File: src/rtl/unpacker.sv
// Beat-to-element unpacker. It takes wide beats with byte strobes and emits
// the leading fully-strobed W-bit slots one per cycle, in order from slot 0.
// Elements within a beat are produced at full rate. When the last slot is
// consumed, the next beat can load in the same cycle, so there is no bubble.
module unpacker #(
   parameter int W         = 16,
   parameter int BEAT_W    = 128,
   parameter int LSB_FIRST = 1
) (
   input  logic                clk,
   input  logic                rst,
   input  logic                s_valid,
   output logic                s_ready,
   input  logic [BEAT_W-1:0]   s_data,
   input  logic [BEAT_W/8-1:0] s_strb,
   input  logic                s_last,
   output logic                m_valid,
   input  logic                m_ready,
   output logic [W-1:0]        m_data,
   output logic                m_last,
   output logic                err
);

   localparam int BPE   = W / 8;
   localparam int BPB   = BEAT_W / 8;
   localparam int EPB   = BEAT_W / W;
   localparam int IDX_W = (EPB > 1) ? $clog2(EPB) : 1;
   localparam int CNT_W = $clog2(EPB + 1);

   // Reject geometries where elements do not tile bytes or beats exactly.
   if (W <= 0 || (W % 8) != 0) begin : g_bad_w
      $error("unpacker: W must be a positive multiple of 8");
   end
   if (BEAT_W < W || (BEAT_W % W) != 0) begin : g_bad_beat_w
      $error("unpacker: BEAT_W must be a multiple of W");
   end

   typedef enum logic {
      S_EMPTY,
      S_EMIT
   } state_t;

   state_t             state_q, state_d;
   logic [BEAT_W-1:0]  data_q,  data_d;
   logic               last_q,  last_d;
   logic [IDX_W-1:0]   idx_q,   idx_d;
   logic [CNT_W-1:0]   cnt_q,   cnt_d;
   logic               err_q,   err_d;

   logic [CNT_W-1:0]   in_cnt;
   logic [BPB-1:0]     in_mask;
   logic               in_bad;
   logic               in_run;
   logic               last_slot;
   logic               load;

   // Lowest byte index of slot k inside a beat.
   function automatic int slot_byte(input int k);
      return (LSB_FIRST != 0) ? k * BPE : BPB - (k + 1) * BPE;
   endfunction

   // Classify the incoming beat: count the leading full slots, and flag any
   // strobe bit that lies outside those slots.
   // NOTE: every variable written here gets a default first, so no latch is inferred.
   always_comb begin
      in_cnt  = '0;
      in_mask = '0;
      in_run  = 1'b1;
      for (int k = 0; k < EPB; k++) begin
         if (in_run && (&s_strb[slot_byte(k) +: BPE])) begin
            in_cnt                      = in_cnt + CNT_W'(1);
            in_mask[slot_byte(k) +: BPE] = '1;
         end else begin
            in_run = 1'b0;
         end
      end
      in_bad = (in_cnt == '0) || (|(s_strb & ~in_mask));
   end

   assign last_slot = (CNT_W'(idx_q) == cnt_q - CNT_W'(1));

   // Output view of the held beat. It reads as zero whenever nothing is presented.
   assign m_valid = (state_q == S_EMIT);
   assign m_data  = (state_q == S_EMIT) ? data_q[slot_byte(32'(idx_q)) * 8 +: W] : '0;
   assign m_last  = (state_q == S_EMIT) && last_q && last_slot;
   assign err     = err_q;

   // Next state, handshake and beat load. Strobes are fully summarised by cnt
   // and err at accept time, so only data and last need to be held.
   always_comb begin
      state_d = state_q;
      data_d  = data_q;
      last_d  = last_q;
      idx_d   = idx_q;
      cnt_d   = cnt_q;
      err_d   = err_q;
      s_ready = 1'b0;
      load    = 1'b0;

      unique case (state_q)
         S_EMPTY: begin
            s_ready = 1'b1;
            load    = s_valid;
         end
         S_EMIT: begin
            if (m_ready) begin
               if (!last_slot) begin
                  idx_d = idx_q + IDX_W'(1);
               end else begin
                  s_ready = 1'b1;
                  if (s_valid) load    = 1'b1;
                  else         state_d = S_EMPTY;
               end
            end
         end
         default: state_d = S_EMPTY;
      endcase

      if (load) begin
         if (in_bad) err_d = 1'b1;
         if (in_cnt == '0) begin
            // Nothing usable in this beat: drop it, including its last flag.
            state_d = S_EMPTY;
         end else begin
            state_d = S_EMIT;
            data_d  = s_data;
            last_d  = s_last;
            cnt_d   = in_cnt;
            idx_d   = '0;
         end
      end
   end

   // State and beat registers.
   // NOTE: sequential state uses non-blocking assignments only.
   always_ff @(posedge clk or posedge rst) begin
      if (rst) begin
         state_q <= S_EMPTY;
         // NOTE: the beat register is reset too, so no stale payload can leak after reset.
         data_q  <= '0;
         last_q  <= 1'b0;
         idx_q   <= '0;
         cnt_q   <= '0;
         err_q   <= 1'b0;
      end else begin
         state_q <= state_d;
         data_q  <= data_d;
         last_q  <= last_d;
         idx_q   <= idx_d;
         cnt_q   <= cnt_d;
         err_q   <= err_d;
      end
   end

endmodule

File: config.mk
export PLATFORM = sky130hd
export DESIGN_NAME = unpacker
export DESIGN_NICKNAME = d
export VERILOG_FILES = /design/src/rtl/unpacker.sv
export SDC_FILE = /design/constraint.sdc
export NUM_CORES = 1
export LEC_CHECK = 0
export CORE_ASPECT_RATIO = 1.5
export CORE_MARGIN = 1
export CORE_UTILIZATION = 50
export DETAILED_ROUTE_END_ITERATION = 10
export GPL_TIMING_DRIVEN = 0
export PLACE_DENSITY = 0.9
export REMOVE_ABC_BUFFERS = 1
export SYNTH_ARGS = -nofsm -noshare
export SYNTH_HDL_FRONTEND = slang
export SYNTH_SLANG_ARGS = --single-unit
File: constraint.sdc
create_clock -name clk -period 5.85 [get_ports clk]
set_clock_uncertainty 0.05 [all_clocks]
set_input_delay 0.585 -clock clk [delete_from_list [all_inputs] [get_ports clk]]
set_output_delay 0.585 -clock clk [all_outputs]
set_load 0.05 [all_outputs]
==> flow_summary.toml, run 1 <==
[sta]
slew-limit-headroom_pct = 17.7
rsz0062_at_grt = "false"
worst_pin_slew_ns = 1.23
min_period_ns = 5.45
finalMaxSlewViolations = 0
fmax_mhz = 184
final.setup.worst_slack_ns = 0.401
setup_viol = 0
timing.hold.ws_ns = 0.438
fin_crit_sh_pct = 93.1
hold_viol_final = 0
finalSetupTns_ns = 0

[yosys]
synth_top_family_by_area = "multiplexers"
synth_seq_cells = 138
synthAdderAreaFrac_pct = 1.43
synth_flop_cell = "dfrtp_1"
synthMuxAreaShare_pct = 36.2
yosys.area_share.xor_xnor_pct = 1.62
syn_avg_cell_area_um2 = 14.9
yosysWarningCount = 0
ys_top_cells_by_count = "dfrtp_1 (138), mux2_2 (74), mux2_4 (46)"
synth_area_um2 = 7020
synth_top_area_cell = "dfrtp_1"
yosysMostFrequentCell = "dfrtp_1"
synthCells = 473
yosysSeqAreaShare_pct = 49.2
synth_compound_area_share_pct = 2.81
yosys.area_share.simple_pct = 6.00
synth_edf_count = 0
yosysTopAreaCellShare_pct = 49.2
synth_area_leaders = "dfrtp_1 (49%), mux2_2 (12%), mux4_2 (10%)"
async_flop_share_pct = 100
synth.distinct_cells = 51

[setup_path]
crit_top_cell = "ha_1"
required_ns = 6.09
crit_path_start = "s_strb[0]"
reg2regPathDepth = 10
end_kind = "flip-flop"
r2r_slack_ns = 1.67
worstPathMaxFanout = 27
crit_arrival_ns = 5.69
cp_slowest_cell = "clkdlybuf4s50_1"
reg2reg_from = "idx_q[2]$_DFF_PP0_"
max_stage_delay_ns = 0.49
cp_cell_sequence = "clkdlybuf4s50_1 -> ha_1 -> nand3_2 -> inv_1 -> and3_1 -> nand2b_1 -> ha_1 -> inv_1 -> a21oi_1 -> ha_1 -> nor3_1 -> or2_2 -> ha_1 -> inv_1 -> a21oi_1 -> ha_1 -> xor2_1 -> xnor2_1 -> o21ai_2 -> a31oi_4 -> buf_12 -> buf_16 -> buf_12 -> mux2_2"
critPathKind = "in -> reg"
endpoint = "data_q[23]$_DFFE_PP0P_"
start_kind = "primary input"
r2r-end = "data_q[23]$_DFFE_PP0P_"

[placement]
hpwl_mm = 12.1
dp.cells = 786
dpl_cell_area_um2 = 8960
place_congestion = 0.848
io_buffers = 168
dp_slack_ns = -0.0624

[global_route]
antenna_found_initial = 1
grt_overflow_total = 0
grt_usage_pct = 25.1
grt_pass1_vias = 5361
grt_max_degree = 93
grt_pass1_wl_mm = 27.6

[route]
drt-initial-drc-count = 253
num_vias = 4667
drt.antenna.violating_nets = 0
dr.pass1.iters = 4
drc_errors = 0
wl_per_cell_um = 20.4
wl_mm = 16.8
viasPerCell = 5.67

[layout]
area_delta_synth_final_pct = 37.1
final_area_um2 = 9630
fill_cells = 894
drive_gt1_share_pct = 32.1
fin_nets = 804
fin_cells = 823
finish.utilization_pct = 70.8

[clock_tree]
clockBufferDepth = 2
clock-root-buffer = "clkbuf_16"
h-tree-depth = 4
cts_buffers = 17
insertion_delay_ns = 0.40
cts_resized = 0
clkSinkCount = 138
clkTransAtPathRegs_ns = 0.06
cts_tree = "yes"

[floorplan]
core-area_um2 = 13600
initial_core_util_pct = 51.7
die_x_um = 98.8
io_pins = 169
die_area_um2 = 14500
die-height_um = 147
std_cell_rows = 52

[hold_path]
hold_start = "data_q[68]$_DFFE_PP0P_"
hp-class = "reg -> reg"

[flow_run]
cap_violations = 0

[power_and_ir_drop]
p_leak_nw = 4.05
ir_worst_vdd_uv = 362
p_per_area_nw_per_um2 = 538
total_power_mw = 5.19

[run_status]
status = "complete, no violations"
==> where the power goes <==
part	internal (mW)	switching [mW]	leakage, nW
Combinational	1.24	1.01	2.08
Sequential	1.42	0.354	1.66
Clock	0.722	0.429	0.301
Total	3.39	1.80	4.05
==> logic make-up after synthesis <==
kind of cell / Yosys count
AOI/OAI and AO/OA: 25
xor gates and xnor gates: 13
adders and majority gates: 8
buffers and inverters: 35
DFF: 138
muxes: 180
and+or+nand+nor: 74
==> area by class of cell <==
| type | count | area (um^2) | share of cell area (%) |
|---|---|---|---|
| Clock inverter | 15 | 213 | 2.21 |
| Sequential cell | 138 | 3460 | 35.9 |
| Multi-Input combinational cell | 300 | 3370 | 35.0 |
| Inverter | 9 | 38.8 | 0.403 |
| Timing Repair Buffer | 181 | 1920 | 20.0 |
| Clock buffer | 17 | 425 | 4.42 |
| Antenna cell | 1 | 2.50 | 0.0260 |
| Tap cell | 162 | 203 | 2.10 |
==> state kept, by name, indices dropped and copies added (netlist names) <==
signal	count
last_q	1
idx_q	3
m_valid	1
err	1
cnt_q	4
data_q	128
==> worst min-delay path by stage <==
stage	end	slack (ns)	cells after the start
2_1_floorplan	data_q[102]$_DFFE_PP0P_	0.40	1
3_3_place_gp	data_q[112]$_DFFE_PP0P_	0.41	1
3_5_place_dp	data_q[82]$_DFFE_PP0P_	0.43	1
4_1_cts	data_q[82]$_DFFE_PP0P_	0.44	1
5_1_grt	data_q[68]$_DFFE_PP0P_	0.45	1
6_report	data_q[68]$_DFFE_PP0P_	0.44	1
==> layer usage <==
layer  global-route usage, %  up-vias  share of wire (%)
li1                        -     2101                  -
met1                    28.2     2359                 37
met3                    6.66       50                4.6
met4                    13.2        0                4.2
met5                       0        -                  0
met2                    43.4      157                 54
==> critical path, delay by kind of cell <==
kind / cells / cell delay (ns)
mux: 1 / 0.36
compound gates: 4 / 0.71
simple gates: 5 / 0.94
fa+ha+maj: 5 / 1.25
xor+xnor: 2 / 0.35
buf+inv: 7 / 1.48
==> timing repair <==
item	CTS	global route
setup endpoints to repair	0	26
hold buffers	0	0
setup buffers	0	4
==> cells in the final DEF (no fill, tap or decap), types with 3 or more instances in the layout <==
cell type / instances
a21oi_1: 5
buf_12: 5
buf_16: 4
buf_4: 4
bufinv_16: 4
clkbuf_16: 17
clkdlybuf4s50_1: 168
clkinv_4: 3
clkinvlp_4: 3
dfrtp_1: 136
ha_1: 8
inv_1: 8
inv_6: 6
mux2_1: 9
mux2_2: 74
mux2_4: 46
mux2i_1: 18
mux4_2: 32
nand2_1: 18
nand3_1: 8
nor2_1: 8
nor2b_1: 16
nor3_1: 4
nor4_1: 5
xnor2_1: 7
xor2_1: 6
(Power assumes the default switching activity.)
==> run 2: changes to the inputs <==
- CORE_ASPECT_RATIO: 1.5 -> not set
- CORE_MARGIN: 1 -> 8
==> run 2 against run 1 <==
Effect of this change: sequential cell count unchanged; utilization fell by 1.1 points; via count shrank 0.24%; clock power about the same; maximum frequency rose by 1.1%; first-iteration DRC count decreased by 21%; critical path depth unchanged; setup slack improved by 0.057 ns; wire length increased by 0.68%; global-route usage is 5.9 points lower; critical path type unchanged; largest cell class unchanged.
==> flow_summary.toml, run 2 (synthesis results as in run 1) <==
[clock_tree]
cts_hold_buffers = 0
clkSinkCount = 138
cts_tree = "yes"
clock-root-buffer = "clkbuf_16"
clkTransAtPathRegs_ns = 0.06
h-tree-depth = 4
insertion_delay_ns = 0.41
cts_buffers = 17
clockBufferDepth = 2

[sta]
fin_crit_sh_pct = 92.2
finalSetupTns_ns = 0
worst_pin_slew_ns = 1.33
slew-limit-headroom_pct = 11.5
setup_viol = 0
timing.hold.ws_ns = 0.437
hold_viol_final = 0
finalMaxSlewViolations = 0
fmax_mhz = 185
rsz0062_at_grt = "false"
min_period_ns = 5.39

[global_route]
grt_max_degree = 75
grt_overflow_total = 0
grt_pass1_vias = 5246
grt_usage_pct = 19.2
antenna_found_initial = 0
grt_pass1_wl_mm = 27.4

[power_and_ir_drop]
intPower_mw = 3.39
netSwitchingFraction_pct = 34.1
p_per_area_nw_per_um2 = 534
p_sw_mw = 1.76
p_clk_share_pct = 22.1
sequentialPowerShare_pct = 34.3
comb_power_share_pct = 43.6
total_power_mw = 5.15
p_leak_nw = 4.05
ir_worst_vdd_uv = 401

[layout]
fin_nets = 806
drive_gt1_share_pct = 32.3
layout_common_cells = "clkdlybuf4s50_1 (168), dfrtp_1 (136), mux2_2 (74)"
area_delta_synth_final_pct = 37.3
finish.utilization_pct = 69.8
n_antenna_cell = 0
fin_cells = 842
largest_reg_flops = 128
top_regs = "data_q x128, cnt_q x4, idx_q x3"
layout_commonest_cell = "clkdlybuf4s50_1"
top_register = "data_q"

[route]
drt.antenna.violating_nets = 0
drc_errors = 0
wl_mm = 16.9
viasPerCell = 5.53
drt-initial-drc-count = 201
num_vias = 4656
wl_per_cell_um = 20.1
dr.pass1.iters = 5

[placement]
place_congestion = 0.859
dp.cells = 803
io_buffers = 168
hpwl_mm = 12.0

[setup_path]
r2r_slack_ns = 1.99
crit_arrival_ns = 5.64
end_kind = "flip-flop"
worstPathMaxFanout = 28
reg2reg_from = "idx_q[2]$_DFF_PP0_"
critPathKind = "in -> reg"
crit_path_start = "s_strb[0]"
required_ns = 6.09
start_kind = "primary input"

[flow_run]
cap_violations = 0

[floorplan]
die_x_um = 135
io_pins = 169
die_area_um2 = 18100
core-area_um2 = 13800
std_cell_rows = 43
die-height_um = 135
initial_core_util_pct = 50.8

[run_status]
status = "complete, no violations"

[hold_path]
hold_start = "err$_DFFE_PP0P_"
hp-class = "reg -> reg"
[run 2: cell type report]
| cell class | instances | area [um^2] |
|---|---|---|
| Clock inverter | 14 | 196 |
| Timing Repair Buffer | 183 | 1920 |
| Sequential cell | 138 | 3460 |
| Tap cell | 180 | 225 |
| Multi-Input combinational cell | 300 | 3370 |
| Clock buffer | 18 | 439 |
| Inverter | 9 | 38.8 |
| Fill cell | 884 | 4180 |
[run 2: path summary, 6_finish.rpt]
check / endpoint / depth (start not counted)
min: err$_DFFE_PP0P_ / 1
max reg2reg: data_q[12]$_DFFE_PP0P_ / 10
max in group asynchronous: idx_q[0]$_DFF_PP0_ / 3
max: data_q[12]$_DFFE_PP0P_ / 24
min in group asynchronous: data_q[4]$_DFFE_PP0P_ / 2
min reg2reg: err$_DFFE_PP0P_ / 1
[run 2: what timing repair did]
item,CTS,global route
buffers inserted,0,7
setup endpoints to repair,0,74
resized for setup,0,0
[run 2: power by group through the flow]
stage	sequential [mW]	clock [mW]	combinational, mW
2_1_floorplan	1.70	0	1.63
3_3_place_gp	1.82	0	2.10
3_5_place_dp	1.78	0	2.25
4_1_cts	1.77	1.16	2.27
5_1_grt	1.83	1.20	2.38
6_report	1.77	1.14	2.25
[run 2: routing by layer]
metal	GRT usage (%)	wire length (um)	up-vias	part of all wire (%)
met5	0	0	-	0
met4	7.11	323	0	1.9
met3	5.65	1010	30	6.0
met2	31.7	8540	157	50
met1	23.5	7050	2361	42
li1	-	-	2108	-
[run 2: per-stage QoR]
step	area [um^2]	setup WS, ns
floorplan	6860	-1.02
global placement	8770	-2.47
detailed placement	8960	-0.202
CTS	9590	0.205
global route	9650	0.193
finish	9650	0.458
[run 2: worst max-delay path, stage by stage]
cell and delay [ns]:
clkdlybuf4s50_1 0.51, ha_1 0.19, nand3_2 0.20, inv_1 0.18
and3_1 0.31, nand2b_1 0.15, ha_1 0.26, inv_1 0.08
a21oi_1 0.06, ha_1 0.30, nor3_1 0.27, or2_2 0.16
ha_1 0.26, inv_1 0.10, a21oi_1 0.07, ha_1 0.23
xor2_1 0.15, xnor2_1 0.20, o21ai_2 0.15, a31oi_4 0.21
buf_4 0.21, buf_16 0.19, buf_12 0.21, mux2_2 0.36
==> run 3: changes to the inputs <==
- clock period: 5.85 -> 6.12 ns (I/O delays scaled with it)
==> run 3 against run 2 <==
Effect of this change: sequential share of layout area grew 0.20 points; global-route usage unchanged; via count decreased by 1.2%; setup slack got worse by 0.040 ns; non-clock buffer count fell by 7; power decreased by 4.5%; critical path type unchanged; largest cell class unchanged.
==> flow_summary.toml, run 3 (synthesis results as in run 1) <==
[hold_path]
hold_start = "err$_DFFE_PP0P_"
hold_end = "err$_DFFE_PP0P_"
whs_path_depth = 1
hp-class = "reg -> reg"

[route]
wl_mm = 16.7
drc_errors = 0
drt-initial-drc-count = 234
num_vias = 4600
wl_per_cell_um = 20.0
viasPerCell = 5.51
drt.antenna.violating_nets = 0
dr.pass1.iters = 4

[global_route]
grt_pass1_wl_mm = 27.4
grt_max_degree = 75
antenna_found_initial = 0
grt_usage_pct = 19.2
grt_pass1_vias = 5246
grt_overflow_total = 0

[power_and_ir_drop]
p_clk_share_pct = 22.1
ir_worst_vdd_uv = 383
p_leak_nw = 4.01
intPower_mw = 3.24
p_per_area_nw_per_um2 = 513
sequentialPowerShare_pct = 34.3
comb_power_share_pct = 43.6
netSwitchingFraction_pct = 34.1
p_sw_mw = 1.68

[layout]
area_delta_synth_final_pct = 36.6
fill_cells = 897
drive_gt1_share_pct = 31.6
fin_cells = 835
top_regs = "data_q x128, cnt_q x4, idx_q x3"
final_area_um2 = 9590
top_register = "data_q"
fin_nets = 799
largest_reg_flops = 128
n_antenna_cell = 0
layout_commonest_cell = "clkdlybuf4s50_1"
layout_common_cells = "clkdlybuf4s50_1 (168), dfrtp_1 (136), mux2_2 (74)"

[sta]
timing.hold.ws_ns = 0.437
hold_viol_final = 0
fmax_mhz = 175
rsz0062_at_grt = "false"
setup_viol = 0
slew-limit-headroom_pct = 11.4
finalMaxSlewViolations = 0
worst_pin_slew_ns = 1.33
fin_crit_sh_pct = 93.2
min_period_ns = 5.70

[flow_run]
cap_violations = 0

[setup_path]
r2r_slack_ns = 1.89
reg2reg_from = "idx_q[2]$_DFF_PP0_"
reg2regPathDepth = 9
critPathKind = "in -> reg"
r2r-end = "data_q[6]$_DFFE_PP0P_"
cp_cell_sequence = "clkdlybuf4s50_1 -> ha_1 -> nand3_2 -> inv_1 -> and3_1 -> nand2b_1 -> ha_1 -> inv_1 -> a21oi_1 -> ha_1 -> nor3_1 -> or2_2 -> ha_1 -> inv_1 -> a21oi_1 -> ha_1 -> xor2_1 -> xnor2_1 -> o21ai_2 -> a31oi_4 -> buf_12 -> buf_12 -> mux2_2"
crit_top_cell = "ha_1"
max_stage_delay_ns = 0.64
worstPathMaxFanout = 26
crit_arrival_ns = 5.94
start_kind = "primary input"
cp_slowest_cell = "a31oi_4"
required_ns = 6.36
end_kind = "flip-flop"

[floorplan]
io_pins = 169
core-area_um2 = 13800
die_x_um = 135
die-height_um = 135
std_cell_rows = 43
die_area_um2 = 18100
initial_core_util_pct = 50.8

[placement]
place_congestion = 0.859
dpl_cell_area_um2 = 8960
dp.cells = 803
hpwl_mm = 12.0
io_buffers = 168

[clock_tree]
clock-root-buffer = "clkbuf_16"
cts_buffers = 17
cts_tree = "yes"
insertion_delay_ns = 0.41
clkSinkCount = 138
cts_resized = 0
cts_hold_buffers = 0
clkTransAtPathRegs_ns = 0.06
h-tree-depth = 4
post_cts_buffers = 0
clockBufferDepth = 2

[run_status]
status = "complete, no violations"
==> run 3: cell count changes in the layout (fill, tap and decap cells not counted), sizes merged <==
| cell | change |
|---|---|
| buf | -7 |
==> run 3: cell type report <==
cell class                 instances  area, um^2  share of cell area (%)
inverter                           9        38.8                   0.404
sequential                       138        3460                    36.0
clock inverter                    14         196                    2.05
timing repair buffer             176        1860                    19.4
tap                              180         225                    2.35
clock buffer                      18         439                    4.58
multi-input combinational        300        3370                    35.2
==> run 3: worst max-delay path by stage <==
stage | to | from | cells past startpoint | slack (ns)
3_5_place_dp | data_q[54]$_DFFE_PP0P_ | s_strb[0] | 23 | 0.04
4_1_cts | data_q[0]$_DFFE_PP0P_ | s_strb[0] | 23 | 0.45
6_report | data_q[6]$_DFFE_PP0P_ | s_strb[0] | 23 | 0.42
5_1_grt | data_q[22]$_DFFE_PP0P_ | s_strb[1] | 23 | 0.14
2_1_floorplan | data_q[0]$_DFFE_PP0P_ | s_strb[0] | 20 | -0.78
3_3_place_gp | cnt_q[0]$_DFFE_PP0P_ | s_strb[0] | 21 | -2.23
==> run 3: critical path: cells and delay by family <==
| kind | cells | cell delay (ns) |
|---|---|---|
| compound gates | 4 | 0.93 |
| xor+xnor | 2 | 0.35 |
| fa+ha+maj | 5 | 1.24 |
| buf+inv | 6 | 1.38 |
| mux | 1 | 0.36 |
| simple gates | 5 | 1.05 |
==> run 3: power groups by stage <==
stage | logic (mW) | clock network, mW | registers (mW)
6_report | 2.14 | 1.09 | 1.69
5_1_grt | 2.27 | 1.14 | 1.75
4_1_cts | 2.17 | 1.11 | 1.69
3_5_place_dp | 2.15 | 0 | 1.70
3_3_place_gp | 2.01 | 0 | 1.74
2_1_floorplan | 1.56 | 0 | 1.62
==> run 3: per-stage QoR <==
step | TNS (ns) | power, mW | worst slack (ns) | util, %
floorplan | -99.63 | 3.18 | -0.781 | -
global placement | -285.03 | 3.75 | -2.23 | 63.4
detailed placement | 0 | 3.85 | 0.0409 | 64.8
CTS | 0 | 4.97 | 0.448 | 69.4
global route | 0 | 5.17 | 0.137 | 69.4
finish | 0 | 4.92 | 0.419 | 69.4
==> run 3: routing by layer <==
layer / wire length [um] / part of all wire (%) / up-vias / GRT usage (%)
met1: 6980 / 42 / 2319 / 23.5
li1: - / - / 2088 / -
met4: 317 / 1.9 / 0 / 7.11
met5: 0 / 0 / - / 0
met2: 8400 / 50 / 165 / 31.7
met3: 1050 / 6.3 / 28 / 5.65
==> RTL change: new RTL, flow settings as in run 2 <==
`LSB_FIRST`: 1 -> 0.
--- a/src/rtl/unpacker.sv
+++ b/src/rtl/unpacker.sv
@@ -5,7 +5,7 @@
 module unpacker #(
    parameter int W         = 16,
    parameter int BEAT_W    = 128,
-   parameter int LSB_FIRST = 1
+   parameter int LSB_FIRST = 0
 ) (
    input  logic                clk,
    input  logic                rst,
Function: changed (a bounded check fails within 4 cycles, from zero or initial values and one cycle with rst high).
==> RTL change against run 2 <==
Hold slack improved by 0.014 ns. Synthesized area increased by 0.52%. Power increased by 6.8%. Via count increased by 5.6%. Sequential cell count unchanged. Wire length increased by 10%. Design area increased by 1.2%. Worst setup slack got worse by 0.18 ns.
==> RTL change: results (changes against run 2) <==
nFillCells: 872  # -1.4%
netlist_top_cells_count: "138 x dfrtp_1, 75 x mux2_2, 55 x mux2_4"
timing.hold.ws_ns: 0.451  # +0.0140 ns
r2r_cells: 10  # unchanged
gp_congestion: 0.883  # +2.7%
seq_area_frac_synth: 0.489  # -0.00253
yosys-top-cells-area: "dfrtp_1 49%, mux2_2 12%, mux2_4 12%"
p_leak_nw: 4.02  # -0.70%
portBuffers: 168  # unchanged
r2r_start: "idx_q[2]"
first_iter_violations: 338  # +68%
critical-path-slowest-cell: "or4_1"
route.met2.wl_um: 9730  # +14%
grt_max_degree: 102  # +36%
cp_max_fo: 24  # -14%
hp-class: "flip-flop to flip-flop"
synthArstFlopShare: 1.00  # unchanged
vdd_drop_max_uv: 474  # +18%
grt_pass1_wl_um: 30100  # +9.9%
fin_nets: 832  # +3.2%
crit_arrival_ns: 5.81  # +0.17 ns
outcome: "finished, final reports clean"
path_delay_family: "buffers and inverters"
met1_length_um: 7470  # +6.0%
drive_above_1_share: 0.311  # -0.0122
cts-buffers-inserted: 17  # unchanged
hold_path_end: "data_q[19]"
cts.path.max_buffers: 2  # unchanged
via_per_inst: 5.66  # +2.3%
crit_path_max_incr_delay_ns: 0.55  # +0.04 ns
rrSetupSlack_ns: 1.69  # -0.30 ns
regToRegEndpoint: "data_q[35]"
tightest_slew_ns: 1.31  # -0.0156 ns
antenna_found_initial: 1  # +1
cts_root_buf: "clkbuf_16"
dp_hpwl_um: 12800  # +7.0%
top_regs: "data_q (128), cnt_q (4), idx_q (3)"
clk_transition_reported_paths_ns: 0.06  # about the same
h-tree-depth: 4  # unchanged
holdPathStages: 1  # unchanged
track_usage: 0.211  # +0.0186
first_global_vias: 5856  # +12%
hold_start: "data_q[19]"
p_sw_frac: 0.359  # +0.0176
top_layer_used: "met4"
first_pass_iters: 5  # unchanged
wl_met3_um: 1160  # +15%
synth.distinct_cells: 54  # +5.9%
clk_latency_ns: 0.41  # about the same
avgRoutedWirePerCell_um: 21.5  # +7.0%
ys_warn_count: 0  # unchanged
-- RTL change: cell types whose count changed after synthesis, moves of 4 or more --
cell / change
o21ai_0: +7
a211oi_1: +5
mux2_1: -9
a21oi_1: +4
a31oi_1: +4
xor2_1: -4
nor2b_1: -11
nor2_1: +15
a22oi_1: +6
mux2_4: +9
mux4_2: -7
-- RTL change: power groups by stage --
stage | registers [mW] | clock network (mW) | logic [mW]
after floorplan | 1.67 | 0 | 1.91
after global placement | 1.75 | 0 | 2.50
after detailed placement | 1.76 | 0 | 2.60
after CTS | 1.76 | 1.13 | 2.63
after global routing | 1.82 | 1.18 | 2.79
final | 1.76 | 1.12 | 2.62
-- RTL change: repair_timing --
item | CTS | global route
pin swaps | 1 | 3
buffers inserted | 2 | 3
endpoints found under the setup margin | 47 | 44
cloned | 0 | 1
hold buffers | 0 | 0
resized for setup | 1 | 2
-- RTL change: worst max-delay path by stage --
stage                          start  cells after the start  slack (ns)           to
after floorplan             idx_q[0]                      5       -3.73    data_q[0]
final                     s_strb[14]                     23        0.28   data_q[35]
after detailed placement  s_strb[14]                     22       -0.61  data_q[114]
after global placement    s_strb[14]                     20       -5.82    data_q[5]
after global routing      s_strb[14]                     23      -0.005   data_q[35]
after CTS                 s_strb[14]                     22        0.15   data_q[35]
-- RTL change: metal layers --
| metal | track usage | up-vias |
|---|---|---|
| li1 | - | 2221 |
| met1 | 0.244 | 2488 |
| met2 | 0.365 | 178 |
| met3 | 0.0643 | 30 |
| met4 | 0.0680 | 0 |
| met5 | 0 | - |
-- RTL change: per-stage QoR --
stage / setup TNS [ns] / cells / worst slack, ns / area (µm²) / total power [mW]
floorplan: -493.21 / 473 / -3.73 / 6900 / 3.59
global placement: -786.50 / 821 / -5.82 / 8810 / 4.25
detailed placement: -46.24 / 830 / -0.610 / 9040 / 4.36
CTS: 0 / 864 / 0.148 / 9690 / 5.53
global route: -0.00814 / 869 / -0.00458 / 9760 / 5.80
finish: 0 / 869 / 0.282 / 9760 / 5.50
-- RTL change: final cells by class --
| class | count | share of cell area |
|---|---|---|
| sequential | 138 | 0.354 |
| multi-input combinational | 325 | 0.353 |
| timing repair buffer | 183 | 0.202 |
| clock buffer | 22 | 0.0496 |
| tap | 180 | 0.0231 |
| clock inverter | 10 | 0.0142 |
| inverter | 10 | 0.00436 |
| antenna | 1 | 0.000256 |
-- RTL change: kinds of logic (layout without fill, tap and decap cells) --
group | Yosys count | count (layout) | synth area share
multiplexers | 175 | 175 | 0.345
flip-flops | 138 | 138 | 0.489
AND/OR/NAND/NOR | 79 | 79 | 0.0578
AO/OA/AOI/OAI | 52 | 52 | 0.0528
buffers and inverters | 36 | 225 | 0.0278
XOR/XNOR | 11 | 11 | 0.0136
adder cells (fa/ha/maj) | 8 | 8 | 0.0142
other | 0 | 1 | 0
